## src/rtl/ps_pkg.sv

```systemverilog
// Shared constants for the program-sequencer fetch stage: opcodes, decode field positions, FSM states.
// The HALT state exists only when PS_BKPT_EN is defined.
package ps_pkg;

    localparam int unsigned PS_PMA_W  = 16;
    localparam int unsigned PS_INST_W = 32;

    localparam int unsigned OP_HI    = 31;
    localparam int unsigned OP_LO    = 27;
    localparam int unsigned OP_W     = OP_HI - OP_LO + 1;
    localparam int unsigned BT26_POS = 26;
    localparam int unsigned BT5_HI   = 25;
    localparam int unsigned BT5_LO   = 5;
    localparam int unsigned BT5_W    = BT5_HI - BT5_LO + 1;

    localparam logic [OP_W-1:0] CPT_OP  = 5'b00001;
    localparam logic [OP_W-1:0] IDLE_OP = 5'b11111;

    typedef enum logic [1:0] {
        ST_BOOT  = 2'd0,
        ST_RUN   = 2'd1,
        ST_SLEEP = 2'd2
`ifdef PS_BKPT_EN
        ,
        ST_HALT  = 2'd3
`endif
    } ps_state_e;

endpackage

```

## src/rtl/ps_fetch_skid.sv

```systemverilog
// One-entry instruction+pc holding buffer that catches the read returning during a stall.
// A flush drops the held entry; a write wins over a read in the same cycle.
module ps_fetch_skid
    import ps_pkg::*;
#(
    parameter int unsigned PMA_W  = PS_PMA_W,
    parameter int unsigned INST_W = PS_INST_W
) (
    input  logic              clk,
    input  logic              rst,
    input  logic              flush_i,
    input  logic              wr_en_i,
    input  logic [INST_W-1:0] wr_inst_i,
    input  logic [PMA_W-1:0]  wr_pc_i,
    input  logic              rd_en_i,
    output logic              vld_o,
    output logic [INST_W-1:0] inst_o,
    output logic [PMA_W-1:0]  pc_o
);

    logic              vld_q;
    logic [INST_W-1:0] inst_q;
    logic [PMA_W-1:0]  pc_q;

    always_ff @(posedge clk or negedge rst) begin
        if (!rst) begin
            vld_q  <= 1'b0;
            inst_q <= '0;
            pc_q   <= '0;
        end else begin
            if (flush_i) begin
                vld_q <= 1'b0;
            end else if (wr_en_i) begin
                vld_q <= 1'b1;
            end else if (rd_en_i) begin
                vld_q <= 1'b0;
            end
            if (wr_en_i && !flush_i) begin
                inst_q <= wr_inst_i;
                pc_q   <= wr_pc_i;
            end
        end
    end

    assign vld_o  = vld_q;
    assign inst_o = inst_q;
    assign pc_o   = pc_q;

endmodule

```

## src/rtl/ps_inst_fetch.sv

```systemverilog
// Program-sequencer fetch stage: PC, synchronous program-memory read, IR and compute-decode outputs.
// Define PS_BKPT_EN to add the breakpoint ports (ps_bkpt_arm/ps_bkpt_addr) and the HALT state.
module ps_inst_fetch
    import ps_pkg::*;
#(
    parameter int unsigned      PMA_W     = PS_PMA_W,
    parameter int unsigned      INST_W    = PS_INST_W,
    parameter logic [PMA_W-1:0] RESET_VEC = '0
) (
    input  logic              clk,
    input  logic              rst,
`ifdef PS_BKPT_EN
    input  logic              ps_bkpt_arm,
    input  logic [PMA_W-1:0]  ps_bkpt_addr,
`endif
    input  logic              ps_stall,
    input  logic              ps_jmp_en,
    input  logic [PMA_W-1:0]  ps_jmp_addr,
    input  logic              ps_wake,
    input  logic [INST_W-1:0] ps_pm_data,
    output logic [PMA_W-1:0]  ps_pm_addr,
    output logic              ps_pm_rd,
    output logic              ps_ir_vld,
    output logic [PMA_W-1:0]  ps_ir_pc,
    output logic              cpt_en,
    output logic              bt_26,
    output logic [BT5_W-1:0]  bt_5t25,
    output logic              ps_sleep
);

    ps_state_e          state_q, state_d;
    logic [PMA_W-1:0]   fpc_q;
    logic [PMA_W-1:0]   rd_pc_q;
    logic               resp_vld_q;
    logic               ir_vld_q;
    logic [PMA_W-1:0]   ir_pc_q;
    logic               cpt_en_q;
    logic               bt_26_q;
    logic [BT5_W-1:0]   bt_5t25_q;
    logic               sleep_q;
    logic               sleep_d;

    logic               skid_vld;
    logic [INST_W-1:0]  skid_inst;
    logic [PMA_W-1:0]   skid_pc;

    logic               rd_c;
    logic               load_c;
    logic               skid_wr_c;
    logic               skid_rd_c;
    logic               ld_idle_c;
    logic               stop_c;
    logic               is_cpt_c;
    logic [INST_W-1:0]  ld_inst;
    logic [PMA_W-1:0]   ld_pc;
    logic               unused_low_c;
`ifdef PS_BKPT_EN
    logic               ld_bkpt_c;
`endif

    // IR source selection: skid drains first, then the word returning from memory.
    always_comb begin
        rd_c      = (state_q == ST_RUN) && !ps_stall;
        load_c    = 1'b0;
        skid_rd_c = 1'b0;
        skid_wr_c = 1'b0;
        ld_inst   = ps_pm_data;
        ld_pc     = rd_pc_q;
        if (!ps_jmp_en) begin
            if (ps_stall) begin
                skid_wr_c = resp_vld_q;
            end else if (skid_vld) begin
                load_c    = 1'b1;
                skid_rd_c = 1'b1;
                ld_inst   = skid_inst;
                ld_pc     = skid_pc;
            end else begin
                load_c = resp_vld_q;
            end
        end
        is_cpt_c  = (ld_inst[OP_HI:OP_LO] == CPT_OP);
        ld_idle_c = load_c && (ld_inst[OP_HI:OP_LO] == IDLE_OP);
`ifdef PS_BKPT_EN
        ld_bkpt_c = load_c && ps_bkpt_arm && (ld_pc == ps_bkpt_addr);
        stop_c    = ld_idle_c || ld_bkpt_c;
`else
        stop_c    = ld_idle_c;
`endif
    end

    assign unused_low_c = ^ld_inst[BT5_LO-1:0];

    always_comb begin
        state_d = state_q;
        case (state_q)
            ST_BOOT:  state_d = ST_RUN;
            ST_RUN: begin
                if (!ps_jmp_en) begin
`ifdef PS_BKPT_EN
                    if (ld_bkpt_c) begin
                        state_d = ST_HALT;
                    end else
`endif
                    if (ld_idle_c) begin
                        state_d = ST_SLEEP;
                    end
                end
            end
            ST_SLEEP: if (ps_jmp_en || ps_wake) state_d = ST_RUN;
`ifdef PS_BKPT_EN
            ST_HALT:  if (ps_jmp_en) state_d = ST_RUN;
`endif
            default:  state_d = ST_BOOT;
        endcase
`ifdef PS_BKPT_EN
        sleep_d = (state_d == ST_SLEEP) || (state_d == ST_HALT);
`else
        sleep_d = (state_d == ST_SLEEP);
`endif
    end

    // Jump beats IDLE/breakpoint, which beat the normal post-increment of the fetch pc.
    always_ff @(posedge clk or negedge rst) begin
        if (!rst) begin
            state_q    <= ST_BOOT;
            fpc_q      <= RESET_VEC;
            rd_pc_q    <= '0;
            resp_vld_q <= 1'b0;
            ir_vld_q   <= 1'b0;
            ir_pc_q    <= '0;
            cpt_en_q   <= 1'b0;
            bt_26_q    <= 1'b0;
            bt_5t25_q  <= '0;
            sleep_q    <= 1'b0;
        end else begin
            state_q    <= state_d;
            sleep_q    <= sleep_d;
            resp_vld_q <= rd_c && !ps_jmp_en && !stop_c;
            if (rd_c) begin
                rd_pc_q <= fpc_q;
            end
            if (ps_jmp_en) begin
                fpc_q <= ps_jmp_addr;
            end else if (stop_c) begin
                fpc_q <= ld_pc + PMA_W'(1);
            end else if (rd_c) begin
                fpc_q <= fpc_q + PMA_W'(1);
            end
            if (ps_jmp_en || (!ps_stall && !load_c)) begin
                ir_vld_q  <= 1'b0;
                cpt_en_q  <= 1'b0;
                bt_26_q   <= 1'b0;
                bt_5t25_q <= '0;
            end else if (load_c) begin
                ir_vld_q  <= 1'b1;
                ir_pc_q   <= ld_pc;
                cpt_en_q  <= is_cpt_c;
                bt_26_q   <= is_cpt_c && ld_inst[BT26_POS];
                bt_5t25_q <= is_cpt_c ? ld_inst[BT5_HI:BT5_LO] : '0;
            end
        end
    end

    ps_fetch_skid #(
        .PMA_W  (PMA_W),
        .INST_W (INST_W)
    ) u_skid (
        .clk       (clk),
        .rst       (rst),
        .flush_i   (ps_jmp_en || stop_c),
        .wr_en_i   (skid_wr_c),
        .wr_inst_i (ps_pm_data),
        .wr_pc_i   (rd_pc_q),
        .rd_en_i   (skid_rd_c),
        .vld_o     (skid_vld),
        .inst_o    (skid_inst),
        .pc_o      (skid_pc)
    );

    assign ps_pm_addr = fpc_q;
    assign ps_pm_rd   = rd_c;
    assign ps_ir_vld  = ir_vld_q;
    assign ps_ir_pc   = ir_pc_q;
    assign cpt_en     = cpt_en_q;
    assign bt_26      = bt_26_q;
    assign bt_5t25    = bt_5t25_q;
    assign ps_sleep   = sleep_q;

endmodule

```

## config.mk

```make
export PLATFORM = sky130hd
export DESIGN_NAME = ps_inst_fetch
export DESIGN_NICKNAME = d
export VERILOG_FILES = /design/src/rtl/ps_pkg.sv /design/src/rtl/ps_fetch_skid.sv /design/src/rtl/ps_inst_fetch.sv
export SDC_FILE = /design/constraint.sdc
export NUM_CORES = 1
export LEC_CHECK = 0
export CORE_AREA = 3 3 110 112
export CTS_BUF_LIST = sky130_fd_sc_hd__clkbuf_4 sky130_fd_sc_hd__clkbuf_8
export DETAILED_ROUTE_END_ITERATION = 8
export DIE_AREA = 0 0 113 115
export PLACE_DENSITY = 0.77
export SLEW_MARGIN = 20
export SYNTH_ARGS = -nofsm -noshare
export SYNTH_HDL_FRONTEND = slang
export SYNTH_SLANG_ARGS = --single-unit
```

## constraint.sdc

```tcl
create_clock -name clk -period 3.3 [get_ports clk]
set_input_delay 0.495 -clock clk [delete_from_list [all_inputs] [get_ports clk]]
set_output_delay 0.495 -clock clk [all_outputs]
set_load 0.005 [all_outputs]
```

==> metrics.txt <==
Max VDD drop=315 µV; Nets=772; maximum buffer depth of the clock tree=2; Hold-fix buffers, CTS=0; setup ws final=0.298 ns; Reg2Reg Depth=10; Hold Fails Final Rpt=0; Reg2Reg Capture Point=ps_pm_addr[10]$_DFFE_PN0P_; top cell type's share of synthesized area=49.7%; Tot GR Track Use=25.0%; count leader, synth=nand2_1; Area Growth Syn to Fin=30.2%; post-synthesis async set-or-reset flop share=100%; Int Pwr=2.92 mW; Core ar.=0.0113 mm²; Reg power frac=47.4%; drt wl/cell=17.8 µm; H-tree depth=4; die area=0.0130 mm²; initial antenna violation count=0; First DRT Iteration DRCs=387; setup_tns=0 ns; crit share post-route=91.0%; Mapped Nets=644; Tmin final=3.00 ns; normalized max-slew margin=55.6%; commonest cells in the synthesized netlist=nand2_1, dfrtp_1, o21ai_0; worst hold slack=0.0740 ns; # diodes=0; Yosys warnings=0; switching power=1.07 mW; Initial Utilization=53.3%; share of layout cells above drive strength 1=18.5%; cts repair resizes=0; Synth Flop Type=dfrtp_1; DR DRC count=0; largest area contributor in the netlist=dfrtp_1; register area share after synthesis=49.7%; syn_area_per_cell=10.2 µm²; FP Rows=39; reg2reg start=u_skid.vld_o$_DFFE_PN0P_; Pwr per Cell Area=507 mW/mm²; Worst path max stage delay=0.47 ns; hpwl dp=11.2 mm; Final Skew=0.0114 ns; Clk pwr share=34.9%; root buffer cell=clkbuf_8; total power=3.99 mW; Max-cap violations=0; boundary pin count=111; EDFF count, synth=0; Comb power frac=17.7%; worst path cell trace=clkdlybuf4s50_1, or3b_1, mux2_4, nor4_1, a21oi_1, inv_1, ha_1, inv_1, o32ai_1, mux2i_1, nand3_1; worst skew pair latency=0.44 ns; CP max stage cell=clkdlybuf4s50_1; Die Y=115 µm; RSZ-0062 raised after global routing=false; clock sink count=120; WL final=15.6 mm; first-pass GRT wire length=25.5 mm; Overflow after GRT=0; fmax=0.333 GHz; final setup fails=0; Post-Syn Area=0.00604 mm²; vias in the first global route=5298; clock buffer count from CTS=17; crit path max fanout=5; routed vias/inst=5.85; sw frac=26.8%; Pleak=3.30 nW; worst endpoint data arrival time=3.33 ns; measured slew at the worst slew-check pin=0.664 ns; crit end category=flip-flop; pre-CTS setup slack=-0.110 ns; Yosys cell types=59; cell area after layout=0.00786 mm²; R2R Setup Slk=0.30 ns; Setup crit start kind=input port; max-slew violation count=0; placed cell area=0.00743 mm²; Die W=113 µm; HP Class=input port to async pin; post-CTS setup buffer count=0; I/O Buffers=105; crit path kind=input port to flip-flop; largest net degree at the start of global routing=52; outcome=finished clean; Worst path most repeated cell=inv_1; detailed-route via count=5116; CP required=3.62 ns; flops & latches, synth=120; Placer Congestion=0.894; CTS tree=built; post-route ant nets=0; DR pass1 iterations=5; top post-synthesis cells by area=dfrtp_1, mux2_2, nand2_1; clock slew at reported path FFs=0.07 ns; Gate Count Post-Synth=590
-- cells by family after synthesis --
family,share of synthesized area [%]
and+or+nand+nor,15.6
DFF,49.7
AOI/OAI and AO/OA,11.8
muxes,17.0
buffers and inverters,3.60
xor gates and xnor gates,2.03
adders and majority gates,0.207
-- layer usage --
layer	up-vias	GRT usage [%]	wire (µm)
li1	2365	-	-
met2	178	42.3	7730
met1	2512	29.6	6410
met3	61	5.00	729
met5	-	0	0
met4	0	14.7	702
-- power groups by stage --
stage | logic (mW) | clock network [mW] | registers [mW]
3_3_place_gp | 0.694 | 0 | 1.89
6_report | 0.708 | 1.39 | 1.89
4_1_cts | 0.718 | 1.42 | 1.88
5_1_grt | 0.785 | 1.49 | 1.91
3_5_place_dp | 0.714 | 0 | 1.91
2_1_floorplan | 0.360 | 0 | 1.86
-- critical path, delay by kind of cell --
| kind | cells | cell delay, ns |
|---|---|---|
| compound gates | 2 | 0.51 |
| fa+ha+maj | 1 | 0.20 |
| buf+inv | 3 | 0.67 |
| mux | 2 | 0.57 |
| simple gates | 3 | 0.88 |
-- flip-flops by register name (all words and copies together) (netlist names) --
register	flops
ps_ir_vld	1
resp_vld_q	1
u_skid.vld_o	1
rd_pc_q	16
ps_sleep	1
u_skid.pc_o	16
ps_pm_addr	16
bt_26	1
bt_5t25	21
ps_ir_pc	16
u_skid.inst_o	27
cpt_en	1
state_q	2
-- layout by cell type (no fill, tap or decap), types with 2 or more instances in the layout --
cell and instances:
nand4_1 8, a21oi_1 14, a32oi_1 2, clkbuf_8 24
and3_1 4, clkinv_2 2, a311oi_1 4, bufinv_16 2
clkbuf_4 2, o21ai_0 50, nor3_1 6, nand2_1 122
nor2_1 14, buf_12 2, o41ai_1 3, o211ai_1 3
a31oi_1 7, clkinvlp_4 2, nand3_1 20, dfrtp_1 120
inv_1 7, mux2i_1 45, xnor2_1 10, nand3b_1 5
a211o_1 2, buf_4 40, a2111oi_0 6, a41oi_1 3
a211oi_1 5, and2_1 4, nor4_1 6, mux2_2 48
xor2_1 4, clkdlybuf4s50_1 104
-- through the flow --
stage                     utilization [%]  std cells
final                                69.5        874
after global routing                 69.5        874
after CTS                            69.4        874
after detailed placement             65.6        842
after global placement               65.6        842
after floorplan                         -        590
-- layout make-up --
cell class / count / area (µm²)
clock buffer: 26 / 345
clock inverter: 6 / 85.1
fill: 903 / 3460
inverter: 8 / 30.0
multi-input combinational: 425 / 2840
sequential: 120 / 3000
tap: 143 / 179
timing repair buffer: 146 / 1380
-- worst max-delay path by stage --
stage | start | end | slack, ns | cells after the start
detailed placement | ps_jmp_en | ps_pm_addr[10]$_DFFE_PN0P_ | -0.11 | 11
floorplan | ps_jmp_en | ps_pm_addr[4]$_DFFE_PN0P_ | 0.14 | 14
CTS | ps_jmp_en | ps_pm_addr[10]$_DFFE_PN0P_ | 0.33 | 11
global route | u_skid.vld_o$_DFFE_PN0P_ | ps_pm_addr[10]$_DFFE_PN0P_ | 0.12 | 10
global placement | ps_jmp_en | ps_pm_addr[10]$_DFFE_PN0P_ | -0.14 | 11
finish | ps_jmp_en | ps_pm_addr[10]$_DFFE_PN0P_ | 0.30 | 11
No activity file was read; power rests on OpenSTA's default activity.
